$ cat src/rtl/button_conditioner_if.sv
`default_nettype none
// ============================================================================
// Module   : button_conditioner_if
// Purpose  : Raw button pads in, debounced levels and press/release events out.
// Revision : 1.0 - initial release
// ============================================================================
interface button_conditioner_if #(
    parameter int NUM_BTN = 2
);
    logic [NUM_BTN-1:0] btnRaw;
    logic [NUM_BTN-1:0] btnLevel;
    logic [NUM_BTN-1:0] btnPress;
    logic [NUM_BTN-1:0] btnRelease;

    modport master (
        output btnRaw,
        input  btnLevel,
        input  btnPress,
        input  btnRelease
    );

    modport slave (
        input  btnRaw,
        output btnLevel,
        output btnPress,
        output btnRelease
    );
endinterface
`default_nettype wire

$ cat src/rtl/button_conditioner.sv
`default_nettype none
// ============================================================================
// Module   : button_conditioner
// Purpose  : Synchronise and debounce active-low buttons; emit level + events.
//            Define BTN_AUTOREPEAT_EN to add auto-repeat press pulses.
// Revision : 1.0 - initial release
// ============================================================================
module button_conditioner #(
    parameter int NUM_BTN         = 2,
    parameter int DEBOUNCE_CYCLES = 270000,
    parameter int REPEAT_DELAY    = 13500000,
    parameter int REPEAT_PERIOD   = 2700000
) (
    input  wire logic           clk,
    input  wire logic           rstN,
    button_conditioner_if.slave btn
);

    localparam int c_max_ab  = (DEBOUNCE_CYCLES > REPEAT_DELAY) ? DEBOUNCE_CYCLES : REPEAT_DELAY;
    localparam int c_max_par = (c_max_ab > REPEAT_PERIOD) ? c_max_ab : REPEAT_PERIOD;
    localparam int c_cnt_w   = $clog2(c_max_par + 1);

    localparam logic [c_cnt_w-1:0] c_cnt_zero = '0;
    localparam logic [c_cnt_w-1:0] c_cnt_one  = c_cnt_w'(1);
    localparam logic [c_cnt_w-1:0] c_cnt_max  = '1;
    localparam logic [c_cnt_w-1:0] c_deb_last = c_cnt_w'(DEBOUNCE_CYCLES - 1);
`ifdef BTN_AUTOREPEAT_EN
    localparam logic [c_cnt_w-1:0] c_rep_last   = c_cnt_w'(REPEAT_DELAY - 1);
    // Reloading here makes the next match land exactly REPEAT_PERIOD cycles later.
    localparam logic [c_cnt_w-1:0] c_rep_reload = c_cnt_w'(REPEAT_DELAY - REPEAT_PERIOD);
`endif

    typedef enum logic [1:0] {
        S_IDLE      = 2'd0,
        S_PRESS_CHK = 2'd1,
        S_HELD      = 2'd2,
        S_REL_CHK   = 2'd3
    } state_e;

    function automatic logic [c_cnt_w-1:0] sat_inc(input logic [c_cnt_w-1:0] v);
        return (v == c_cnt_max) ? v : v + c_cnt_one;
    endfunction

    logic [NUM_BTN-1:0] sync1_q;
    logic [NUM_BTN-1:0] sync1_d;
    logic [NUM_BTN-1:0] sync2_q;
    logic [NUM_BTN-1:0] sync2_d;
    logic [NUM_BTN-1:0] w_pressed;
    logic [NUM_BTN-1:0] w_level;
    logic [NUM_BTN-1:0] w_press;
    logic [NUM_BTN-1:0] w_release;

    always_comb begin
        sync1_d = btn.btnRaw;
        sync2_d = sync1_q;
    end

    // Synchroniser holds raw pad polarity; reset value 1 means "released".
    always_ff @(posedge clk or negedge rstN) begin
        if (!rstN) begin
            sync1_q <= '1;
            sync2_q <= '1;
        end else begin
            sync1_q <= sync1_d;
            sync2_q <= sync2_d;
        end
    end

    assign w_pressed = ~sync2_q;

    for (genvar i = 0; i < NUM_BTN; i++) begin : g_chan
        state_e               state_q;
        state_e               state_d;
        logic [c_cnt_w-1:0]   cnt_q;
        logic [c_cnt_w-1:0]   cnt_d;
        logic                 level_q;
        logic                 level_d;
        logic                 press_q;
        logic                 press_d;
        logic                 release_q;
        logic                 release_d;

        always_ff @(posedge clk or negedge rstN) begin
            if (!rstN) begin
                state_q   <= S_IDLE;
                cnt_q     <= c_cnt_zero;
                level_q   <= 1'b0;
                press_q   <= 1'b0;
                release_q <= 1'b0;
            end else begin
                state_q   <= state_d;
                cnt_q     <= cnt_d;
                level_q   <= level_d;
                press_q   <= press_d;
                release_q <= release_d;
            end
        end

        always_comb begin
            state_d   = state_q;
            cnt_d     = cnt_q;
            level_d   = level_q;
            press_d   = 1'b0;
            release_d = 1'b0;

            case (state_q)
                S_IDLE: begin
                    level_d = 1'b0;
                    cnt_d   = c_cnt_zero;
                    if (w_pressed[i]) begin
                        state_d = S_PRESS_CHK;
                        cnt_d   = c_cnt_one;
                    end
                end

                S_PRESS_CHK: begin
                    if (!w_pressed[i]) begin
                        state_d = S_IDLE;
                        cnt_d   = c_cnt_zero;
                    end else if (cnt_q == c_deb_last) begin
                        state_d = S_HELD;
                        level_d = 1'b1;
                        press_d = 1'b1;
                        cnt_d   = c_cnt_zero;
                    end else begin
                        cnt_d = sat_inc(cnt_q);
                    end
                end

                S_HELD: begin
                    level_d = 1'b1;
                    if (!w_pressed[i]) begin
                        state_d = S_REL_CHK;
                        cnt_d   = c_cnt_one;
                    end else begin
`ifdef BTN_AUTOREPEAT_EN
                        if (cnt_q == c_rep_last) begin
                            press_d = 1'b1;
                            cnt_d   = c_rep_reload;
                        end else begin
                            cnt_d = sat_inc(cnt_q);
                        end
`else
                        cnt_d = c_cnt_zero;
`endif
                    end
                end

                S_REL_CHK: begin
                    if (w_pressed[i]) begin
                        state_d = S_HELD;
                        cnt_d   = c_cnt_zero;
                    end else if (cnt_q == c_deb_last) begin
                        state_d   = S_IDLE;
                        level_d   = 1'b0;
                        release_d = 1'b1;
                        cnt_d     = c_cnt_zero;
                    end else begin
                        cnt_d = sat_inc(cnt_q);
                    end
                end

                default: begin
                    state_d = S_IDLE;
                    cnt_d   = c_cnt_zero;
                    level_d = 1'b0;
                end
            endcase
        end

        assign w_level[i]   = level_q;
        assign w_press[i]   = press_q;
        assign w_release[i] = release_q;
    end

    assign btn.btnLevel   = w_level;
    assign btn.btnPress   = w_press;
    assign btn.btnRelease = w_release;

endmodule
`default_nettype wire

$ cat src/flat_wrapper.sv
// flat-port wrapper written by rule: the top's interface ports become plain ports
module button_conditioner_flat 
#(
    parameter int NUM_BTN         = 2,
    parameter int DEBOUNCE_CYCLES = 270000,
    parameter int REPEAT_DELAY    = 13500000,
    parameter int REPEAT_PERIOD   = 2700000
)
  (clk, rstN, btn_btnRaw, btn_btnLevel, btn_btnPress, btn_btnRelease);
  button_conditioner_if #(.NUM_BTN(NUM_BTN)) btn_i ();
  input  wire logic clk;
  input  wire logic rstN;
  input wire logic [$bits(btn_i.btnRaw)-1:0] btn_btnRaw;
  output wire logic [$bits(btn_i.btnLevel)-1:0] btn_btnLevel;
  output wire logic [$bits(btn_i.btnPress)-1:0] btn_btnPress;
  output wire logic [$bits(btn_i.btnRelease)-1:0] btn_btnRelease;
  assign btn_i.btnRaw = btn_btnRaw;
  assign btn_btnLevel = btn_i.btnLevel;
  assign btn_btnPress = btn_i.btnPress;
  assign btn_btnRelease = btn_i.btnRelease;
  button_conditioner #(.NUM_BTN(NUM_BTN), .DEBOUNCE_CYCLES(DEBOUNCE_CYCLES), .REPEAT_DELAY(REPEAT_DELAY), .REPEAT_PERIOD(REPEAT_PERIOD)) u_core (.clk(clk), .rstN(rstN), .btn(btn_i));
endmodule
$ cat config.mk
export PLATFORM = sky130hd
export DESIGN_NAME = button_conditioner_flat
export DESIGN_NICKNAME = d
export VERILOG_FILES = /design/src/rtl/button_conditioner_if.sv /design/src/rtl/button_conditioner.sv /design/src/flat_wrapper.sv
export SDC_FILE = /design/constraint.sdc
export NUM_CORES = 1
export LEC_CHECK = 0
export BUFFER_PORTS_ARGS = -buffer_cell sky130_fd_sc_hd__buf_4
export CAP_MARGIN = 20
export CORE_ASPECT_RATIO = 1.2
export CORE_UTILIZATION = 41
export CTS_CLUSTER_DIAMETER = 50
export DETAILED_ROUTE_END_ITERATION = 16
export PLACE_DENSITY_LB_ADDON = 0.12
export SLEW_MARGIN = 20
export SYNTH_ARGS = -nofsm -noshare
export SYNTH_HDL_FRONTEND = slang
export SYNTH_SLANG_ARGS = --single-unit
$ cat constraint.sdc
create_clock -name clk -period 2.5 [get_ports clk]
set_input_delay 0 -clock clk [delete_from_list [all_inputs] [get_ports clk]]
set_output_delay 0 -clock clk [all_outputs]
set_load 0.01 [all_outputs]
==> flow_summary.yaml <==
timing:
  hold_viol: 0
  timing.fmax_mhz: 438.8
  fin_ws_ns: 0.2209
  worstMarginPinSlew_ns: 0.7822
  drv_slew: 0
  fin_tns_setup_ns: 0
  skew_ns: 0.007200
  finalSetupViolations: 0
  rsz0062_at_grt: "false"
  slew_headroom_pct: 47.85
  period_share_pct: 91.16
  period_minus_slack_ns: 2.279
synthesis:
  syn_inst: 374
  syn-num-nets: 390
  ys_top_cells_by_count: "58 x dfrtp_1, 46 x nor2_1, 27 x xnor2_1, 24 x nand2_1, 21 x nand3_1"
  synth_edf_count: 0
  netlist.top_cell.by_area: "dfrtp_1"
  synth-main-ff-cell: "dfrtp_1"
  syn_area_per_cell_sq_um: 9.498
  synth.top_cell.area_share_pct: 40.86
  ys_types: 52
  yosysSeqAreaShare_pct: 43.82
  ys_warn_count: 0
  syn_area_sq_um: 3552
  yosys.cell_count.top_type: "dfrtp_1"
  synth_area_leaders: "dfrtp_1 41%, xnor2_1 6.7%, nor2_1 4.9%"
  ys_async_sr_fraction_pct: 100.0
  synth-seq-cells: 62
flow_run:
  maxCapViolations: 0
grt:
  grt_pass1_wl_microns: 13150
  grt_pass1_vias: 2782
  antenna_found_initial: 0
  grt_overflow: 0
  grt_usage_pct: 18.34
  grt_max_degree: 63
status:
  status: "complete, no violations"
routing:
  drt_iter0_drc: 98
  wl_per_cell_microns: 14.98
  drt-total-wl_microns: 7566
  vias_per_cell: 5.600
  vias: 2828
  drc: 0
  drt-pass1-iter-count: 5
  ant_nets: 0
worst_setup_path:
  end_kind: "flip-flop"
  cp.required_ns: 2.70
  start_kind: "flip-flop"
  r2r_slack_ns: 0.22
  crit_fanout: 24
  crit_type: "reg2reg"
  cp.arrival_ns: 2.48
place:
  dp.cells: 486
  place_ws_ns: 0.2347
  portBuffers: 9
  place_area_sq_um: 3736
  place_congestion: 0.8267
  hpwl_microns: 5137
clock_network:
  cts_tree: "built"
  clockBufferDepth: 2
  cts_root_buffer: "clkbuf_8"
  cts_setup_buffers: 0
  cts.reportedPaths.clkPinSlew_ns: 0.07
  cts.sinks: 62
  numCtsBuffers: 9
  htreeDepth: 3
  clock_latency_ns: 0.34
power_and_ir_drop:
  ir_drop_v: 0.0004036
  power_density_nw_per_um2: 697.8
  p_leak_nw: 1.504
final_layout:
  nets: 402
  post-route-util_pct: 48.12
  nFillCells: 796
  final_area_sq_um: 3966
  drive_gt1_share_pct: 13.55
  layout.cells.non_filler: 505
  diodes: 0
  syn2layout_area_growth_pct: 11.66
floorplanning:
  start_util_pct: 43.09
  rows: 36
  ios: 10
  die_w_microns: 86.97
  dieArea_sq_um: 9042
  dieHeight_microns: 104.0
  core-area_sq_um: 8243
min_path:
  hp-class: "in2async"
[layout by cell type (no fill, tap or decap), types with 3 or more instances in the layout]
| cell | Yosys | final |
|---|---|---|
| a2111oi_0 | 3 | 3 |
| a211oi_1 | 5 | 5 |
| a21oi_1 | 13 | 13 |
| a311oi_1 | 3 | 3 |
| a31oi_1 | 9 | 9 |
| and3_1 | 7 | 7 |
| and4_1 | 7 | 7 |
| buf_4 | 9 | 19 |
| clkbuf_8 | 0 | 11 |
| clkinv_2 | 0 | 3 |
| dfrtp_1 | 58 | 58 |
| dfstp_2 | 4 | 4 |
| dlygate4sd3_1 | 0 | 3 |
| ha_1 | 12 | 12 |
| inv_1 | 9 | 9 |
| mux2i_1 | 3 | 3 |
| nand2_1 | 24 | 24 |
| nand3_1 | 21 | 21 |
| nand4_1 | 15 | 15 |
| nor2_1 | 46 | 46 |
| nor3_1 | 13 | 13 |
| nor3b_1 | 4 | 4 |
| nor4_1 | 4 | 4 |
| nor4b_1 | 5 | 5 |
| o211ai_1 | 3 | 3 |
| o21ai_0 | 10 | 10 |
| o31ai_1 | 8 | 8 |
| or3_1 | 4 | 4 |
| or4_1 | 6 | 6 |
| xnor2_1 | 27 | 27 |
| xor2_1 | 6 | 6 |
[where the power goes]
part | internal, mW | total (mW) | switching [mW]
Sequential | 1.09 | 1.17 | 0.0846
Clock | 0.510 | 0.908 | 0.398
Combinational | 0.295 | 0.690 | 0.394
Total | 1.89 | 2.77 | 0.877
[layout make-up]
class / instances / area [sq um] / area share (%)
clock inverter: 4 / 45.04 / 1.136
inverter: 9 / 33.78 / 0.8517
sequential: 62 / 1556 / 39.24
timing repair buffer: 23 / 192.7 / 4.858
tap: 114 / 142.6 / 3.596
clock buffer: 12 / 155.1 / 3.912
multi-input combinational: 281 / 1841 / 46.40
[metrics by stage]
step | power, mW | hold WS (ns)
finish | 2.768 | 0.2776
global route | 2.939 | 0.3106
detailed placement | 1.879 | 0.1095
global placement | 1.882 | 0.1082
CTS | 2.803 | 0.2948
floorplan | 1.704 | -0.2956
[path summary, 6_finish.rpt]
kind | from | end | cells past startpoint
max | u_core.g_chan[0].cnt_q[4]$_DFF_PN0_ | u_core.g_chan[0].cnt_q[0]$_DFF_PN0_ | 5
min | rstN | asynchronous set/reset pin | 2
max reg2reg | u_core.g_chan[0].cnt_q[4]$_DFF_PN0_ | u_core.g_chan[0].cnt_q[0]$_DFF_PN0_ | 5
min reg2reg | u_core.sync1_q[1]$_DFF_PN1_ | u_core.sync2_q[1]$_DFF_PN1_ | 0
max in group asynchronous | rstN | u_core.g_chan[0].cnt_q[17]$_DFF_PN0_ | 2
min in group clk | btn_btnRaw[0] | u_core.sync1_q[0]$_DFF_PN1_ | 2
[flip-flops by register name (all words and copies together) (netlist names), named ones only]
name	flops
u_core.g_chan.cnt_q	48
u_core.g_chan.press_q	2
u_core.g_chan.state_q	2
u_core.sync1_q	2
u_core.g_chan.level_q	2
u_core.sync2_q	2
u_core.g_chan.release_q	2
[routing by layer]
| metal | GRT usage [%] | vias to the layer above | wire length, microns |
|---|---|---|---|
| li1 | - | 1392 | - |
| met1 | 22.93 | 1390 | 3457 |
| met2 | 31.05 | 33 | 3833 |
| met3 | 3.016 | 13 | 142 |
| met4 | 7.262 | 0 | 133 |
| met5 | 0 | - | 0 |
[repair_timing]
item                       CTS  global route
setup endpoints to repair    0             0
resized for setup            0             0
hold buffers                 3             0
hold endpoints to repair    60             0
[cells by family after synthesis]
family,count (synthesis),synth area share (%)
AOI/OAI and AO/OA,63,12.29
and+or+nand+nor,169,25.89
adders and majority gates,12,4.227
xor gates and xnor gates,33,8.137
muxes,4,1.268
buffers and inverters,31,4.367
DFF,62,43.82
[critical path, cell delays in order (launching register included)]
cell and delay, ns:
dfrtp_1 0.45, or4_4 0.53, or3_4 0.42, a2bb2oi_1 0.18, nand2b_2 0.39, o21ai_0 0.16
(Power assumes the default switching activity.)
